### config.mk
export PLATFORM = sky130hd
export DESIGN_NAME = row_window_ctrl
export DESIGN_NICKNAME = d
export VERILOG_FILES = /design/src/rtl/row_window_ctrl.sv
export SDC_FILE = /design/constraint.sdc
export NUM_CORES = 1
export LEC_CHECK = 0
export BUFFER_PORTS_ARGS = -buffer_cell sky130_fd_sc_hd__buf_2
export CAP_MARGIN = 20
export CORE_AREA = 5 5 108 110
export DETAILED_ROUTE_END_ITERATION = 12
export DIE_AREA = 0 0 113 115
export GPL_TIMING_DRIVEN = 0
export MAX_ROUTING_LAYER = met4
export PLACE_DENSITY_LB_ADDON = 0.1
export SLEW_MARGIN = 5
export SYNTH_ARGS = -nofsm -noshare
export SYNTH_HDL_FRONTEND = slang
export SYNTH_SLANG_ARGS = --single-unit
export TNS_END_PERCENT = 10
### constraint.sdc
create_clock -name clka -period 2.19 [get_ports clka]
set_input_delay 0.438 -clock clka [delete_from_list [all_inputs] [get_ports clka]]
set_output_delay 0.438 -clock clka [all_outputs]
set_load 0.02 [all_outputs]
### src/rtl/row_window_ctrl.sv
// ---------------------------------------------------------------------------
// row_window_ctrl
//
// Builds a 5-pixel vertical window (current row plus the four rows above it)
// from a raster pixel stream, using four external single-port row RAMs that
// share one address/enable. Each accepted pixel costs two clocks:
//   RD : read all four row RAMs at the current column
//   WR : shift the column down one RAM (RAM1 <- new pixel, RAMk+1 <- RAMk)
//        and register the 5-pixel column onto m_data.
//
// Parameters
//   P_ROW_WIDTH   pixels per image row
//   P_DATA_WIDTH  pixel width
//   P_ADDR_WIDTH  row-RAM address width
//
// Ports
//   clka       clock, all logic on the rising edge
//   rsta       asynchronous, active-high reset
//   s_valid    input pixel valid
//   s_ready    input pixel accepted when s_valid && s_ready
//   s_data     input pixel, raster order
//   s_sof      marks the accepted beat as the first pixel of a frame
//   ram_en     common enable of the four row RAMs
//   ram_addr   common RAM address (current column)
//   ram_we     bit k = write enable of row RAM k+1
//   ram_din    slice k = write data of row RAM k+1
//   ram_dout   slice k = read data of row RAM k+1 (one-cycle latency)
//   m_valid    one-cycle pulse, 5-pixel column valid
//   m_data     slice 0 = current row ... slice 4 = row four lines earlier
//   m_eol      high with m_valid on the last column of a row
//
// Configuration
//   ROW_BORDER_REPLICATE_EN  when defined, columns are emitted from row 0 on;
//                            rows above the top of the frame are filled by
//                            replicating the oldest valid row. When undefined,
//                            nothing is emitted until four rows are stored.
// ---------------------------------------------------------------------------
module row_window_ctrl #(
   parameter int P_ROW_WIDTH  = 256,
   parameter int P_DATA_WIDTH = 8,
   parameter int P_ADDR_WIDTH = 11
) (
   input  logic                      clka,
   input  logic                      rsta,
   input  logic                      s_valid,
   output logic                      s_ready,
   input  logic [P_DATA_WIDTH-1:0]   s_data,
   input  logic                      s_sof,
   output logic                      ram_en,
   output logic [P_ADDR_WIDTH-1:0]   ram_addr,
   output logic [3:0]                ram_we,
   output logic [4*P_DATA_WIDTH-1:0] ram_din,
   input  logic [4*P_DATA_WIDTH-1:0] ram_dout,
   output logic                      m_valid,
   output logic [5*P_DATA_WIDTH-1:0] m_data,
   output logic                      m_eol
);

   localparam int DW = P_DATA_WIDTH;
   localparam logic [P_ADDR_WIDTH-1:0] LAST_COL = P_ADDR_WIDTH'(P_ROW_WIDTH - 1);
   localparam logic [P_ADDR_WIDTH-1:0] ONE_COL  = P_ADDR_WIDTH'(1);

   typedef enum logic [1:0] {
      ST_IDLE = 2'd0,
      ST_RD   = 2'd1,
      ST_WR   = 2'd2
   } state_t;

   state_t                    state_q, state_d;
   logic [P_ADDR_WIDTH-1:0]   col_q, col_d;
   logic [2:0]                rows_q, rows_d;      // completed rows, saturates at 4
   logic [DW-1:0]             pix_q, pix_d;
   logic                      m_valid_q, m_valid_d;
   logic                      m_eol_q, m_eol_d;
   logic [5*DW-1:0]           m_data_q, m_data_d;

   logic                      accept;
   logic [5*DW-1:0]           raw_col;             // {RAM4..RAM1, new pixel}
   logic [5*DW-1:0]           win_col;             // raw_col after border handling
   logic                      win_show;            // this column may be emitted

   assign s_ready = (state_q == ST_IDLE) || (state_q == ST_WR);
   assign accept  = s_valid && s_ready;
   assign raw_col = {ram_dout, pix_q};

   // -------------------------------------------------------------------------
   // Top-border handling
   // -------------------------------------------------------------------------
`ifdef ROW_BORDER_REPLICATE_EN
   logic [2:0] src_row;

   // Rows that do not exist yet (k > rows_q) take the oldest stored row, so
   // stale RAM contents from a previous frame never reach m_data.
   always_comb begin
      win_col  = raw_col;
      win_show = 1'b1;
      src_row  = 3'd0;
      for (int k = 1; k < 5; k++) begin
         src_row = (3'(k) > rows_q) ? rows_q : 3'(k);
         win_col[k*DW +: DW] = raw_col[src_row*DW +: DW];
      end
   end
`else
   always_comb begin
      win_col  = raw_col;
      win_show = (rows_q == 3'd4);
   end
`endif

   // -------------------------------------------------------------------------
   // Next-state, datapath and RAM control
   // -------------------------------------------------------------------------
   // NOTE: every signal written here gets a default first, so no path can
   // leave one unassigned and infer a latch.
   always_comb begin
      state_d   = state_q;
      col_d     = col_q;
      rows_d    = rows_q;
      pix_d     = pix_q;
      m_data_d  = m_data_q;
      m_valid_d = 1'b0;
      m_eol_d   = 1'b0;
      ram_en    = 1'b0;
      ram_we    = 4'b0000;
      ram_addr  = col_q;
      ram_din   = '0;

      unique case (state_q)
         ST_IDLE: begin
            if (accept) state_d = ST_RD;
         end

         ST_RD: begin
            ram_en  = 1'b1;
            state_d = ST_WR;
         end

         ST_WR: begin
            ram_en    = 1'b1;
            ram_we    = 4'b1111;
            // Shift the column down by one row RAM; RAM4's old data drops out.
            ram_din   = {ram_dout[3*DW-1:0], pix_q};
            m_data_d  = win_show ? win_col : m_data_q;
            m_valid_d = win_show;
            m_eol_d   = win_show && (col_q == LAST_COL);

            if (col_q == LAST_COL) begin
               col_d = '0;
               if (rows_q != 3'd4) rows_d = rows_q + 3'd1;
            end else begin
               col_d = col_q + ONE_COL;
            end

            state_d = accept ? ST_RD : ST_IDLE;
         end

         default: state_d = ST_IDLE;
      endcase

      // A start-of-frame beat overrides the column advance above so the new
      // pixel lands in column 0 of a frame with no stored rows.
      if (accept) begin
         pix_d = s_data;
         if (s_sof) begin
            col_d  = '0;
            rows_d = 3'd0;
         end
      end
   end

   // NOTE: state registers use non-blocking assignments so every flop samples
   // the pre-edge values computed above.
   always_ff @(posedge clka or posedge rsta) begin
      if (rsta) begin
         state_q   <= ST_IDLE;
         col_q     <= '0;
         rows_q    <= 3'd0;
         pix_q     <= '0;
         m_valid_q <= 1'b0;
         m_eol_q   <= 1'b0;
         m_data_q  <= '0;
      end else begin
         state_q   <= state_d;
         col_q     <= col_d;
         rows_q    <= rows_d;
         pix_q     <= pix_d;
         m_valid_q <= m_valid_d;
         m_eol_q   <= m_eol_d;
         m_data_q  <= m_data_d;
      end
   end

   assign m_valid = m_valid_q;
   assign m_eol   = m_eol_q;
   assign m_data  = m_data_q;

endmodule
==> flow_summary.yaml <==
logic_synthesis:
  synth_edf_count: 0
  mappedNetlistArea_mm2: 0.00308
  netlist_instances: 245
  yosysUniqueCellTypes: 39
  ys_warn_count: 0
  syn_nets: 296
  ys_async_sr_fraction: 1.00
  yosysSeqAreaShare: 0.537
  synth.ff_latch_count: 66
  synthFlopType: "dfrtp_1"
  avgSynthCellArea_um2: 12.6
die:
  initial_core_util: 0.290
  die-width_um: 113
  row_count: 38
  die-area_mm2: 0.0130
  die_h_um: 115
  core_mm2: 0.0106
  ios: 135
clock_tree:
  clk_latency_ns: 0.34
  cts_buffers: 9
  clock_path_buffers: 2
  cts_tree: "built"
  clk_root_buffer_cell: "clkbuf_8"
  cts.sinks: 66
  path_clk_slew_ns: 0.08
  htreeDepth: 3
final_layout:
  final_cell_mix: "buf_2, dfrtp_1, mux2_2"
  area_growth_pct: 40.1
  design_area_mm2: 0.00431
  layoutNonFillerInstCount: 543
  finalNetCount: 449
  final_common_cell: "buf_2"
  utilization: 0.406
  layout-drive-gt1-share: 0.573
  n_antenna_cell: 0
detailed_routing:
  route.met2.wl_mm: 3.59
  wl_mm: 7.96
  wl_met3_um: 593
  viasPerCell: 4.45
  initialDrtViolationCount: 86
  antenna_left: 0
  vias: 2417
  drc_errors: 0
  wl_met1_mm: 3.70
  wl_per_cell_um: 14.7
  top_layer_used: "met4"
  drt_first_pass_iters: 4
placed_design:
  dp_cells: 520
  gp_congestion: 0.746
  dp_hpwl_mm: 5.77
  io_buffers: 134
  place_area_mm2: 0.00395
global_routing:
  grt-ovfl-total: 0
  grt_pass1_wl_mm: 13.0
  grt_pass1_vias: 2601
  antenna_found_initial: 0
  grt_max_degree: 64
  grtUsageTotal: 0.129
setup_path:
  cp_data_arrival_time_ns: 1.67
  path_buf_inv: 4
  crit_family: "buffers and inverters"
  critical_path_required_ns: 1.75
  end_kind: "output pin"
  path_cells: "ha_4 > buf_6 > clkbuf_8 > buf_8 > and2_1 > buf_2"
  r2r_setup_slack_ns: 0.22
  max_stage_delay_ns: 0.43
  path_max_fanout: 10
  critPathSlowestCell: "dfrtp_1"
  worstSetupPathType: "flop to output pin"
  start_kind: "flop"
hold_path:
  min_path_type: "input pin to flop"
sta:
  fin_crit_ns: 2.11
  hold_violations: 0
  finalCritPeriodShare: 0.962
  fin_worst_skew_ns: 0.00990
  max_slew.worst_pin.slew_ns: 0.548
  fmax_mhz: 475
  fin_setup_tns_ns: 0
  setup_viol: 0
  slew_violations: 0
  slew_headroom: 0.634
power_and_ir_drop:
  peakVddDrop_mv: 0.651
  leakagePower_nw: 2.21
  p_per_area_mw_per_mm2: 1280
job:
  maxCapViolCount: 0
status:
  outcome: "completed"
==> flip-flops by register name, indices dropped and copies added (netlist names) <==
signal    count
m_data       40
m_eol         1
m_valid       1
pix_q         8
ram_addr     11
rows_q        3
state_q       2
==> metrics by stage <==
| stage | total power (W) | hold WS [ns] | setup WS, ns |
|---|---|---|---|
| 5_1_grt | 0.00594 | 0.310 | -0.00108 |
| 3_5_place_dp | 0.00429 | 0.322 | -0.371 |
| 4_1_cts | 0.00559 | 0.305 | 0.0102 |
| 2_1_floorplan | 0.00345 | 0.489 | 0.0823 |
| 3_3_place_gp | 0.00425 | 0.482 | -0.993 |
| 6_report | 0.00554 | 0.326 | 0.0843 |
==> synthesized netlist by cell type, drive strengths merged, types with 3 or more instances <==
master	n	area (um2)
ha	7	87.6
xor2	3	26.3
and3	3	18.8
nand3	8	57.6
and2	33	206
a21oi	5	28.8
dfrtp	66	1650
nand3b	3	22.5
nand2	9	33.8
o31ai	3	22.5
inv	8	30.0
mux2	48	541
clkbuf	4	15.0
nor4	4	31.3
or3	4	30.0
nand4	3	18.8
o21ai	8	43.8
nor2	4	15.0
buf	9	58.8
==> area by class of cell <==
type	count	area, um2
Timing Repair Buffer	142	776
Multi-Input combinational cell	158	1330
Clock buffer	10	138
Buffer	13	114
Tap cell	140	175
Inverter	8	32.5
Fill cell	1045	6290
Clock inverter	6	90.1
Sequential cell	66	1650
==> power breakdown <==
part	leakage, nW	switching, W	internal [W]
logic	1.28	0.00138	0.00104
registers	0.817	0.000257	0.00170
clock network	0.112	0.000485	0.000674
total	2.21	0.00212	0.00341
==> kinds of logic (layout without fill, tap and decap cells) <==
| logic type | Yosys count | in the layout | synth area share |
|---|---|---|---|
| and+or+nand+nor | 75 | 75 | 0.151 |
| adders and majority gates | 7 | 7 | 0.0285 |
| buffers and inverters | 21 | 179 | 0.0338 |
| xor gates and xnor gates | 3 | 3 | 0.00855 |
| AOI/OAI and AO/OA | 23 | 23 | 0.0590 |
| DFF | 66 | 66 | 0.537 |
| muxes | 50 | 50 | 0.182 |
==> worst paths after layout <==
kind | end | from | depth (start not counted)
min in group asynchronous | m_data[12] | rsta | 3
worst min-delay path | pix_q[4] | s_data[4] | 2
worst min register to register | m_data[29] | m_data[29] | 1
worst max register to register | m_data[1] | state_q[1] | 6
max in group asynchronous | ram_addr[2] | rsta | 4
worst max-delay path | ram_din[28] | state_q[1] | 6
==> routing by layer <==
metal | up-vias | track usage
met2 | 90 | 0.197
met4 | 0 | 0.0369
met3 | 9 | 0.0395
met1 | 1154 | 0.168
met5 | - | -
li1 | 1164 | -
==> repair_timing <==
item	in CTS	in global routing
hold buffers	1	0
endpoints found under the setup margin	32	20
pin swaps	0	1
cloned	0	0
gates resized for setup	14	11
setup buffers	3	3
endpoints found under the hold margin	3	0
No activity file was read; power rests on OpenSTA's default activity.
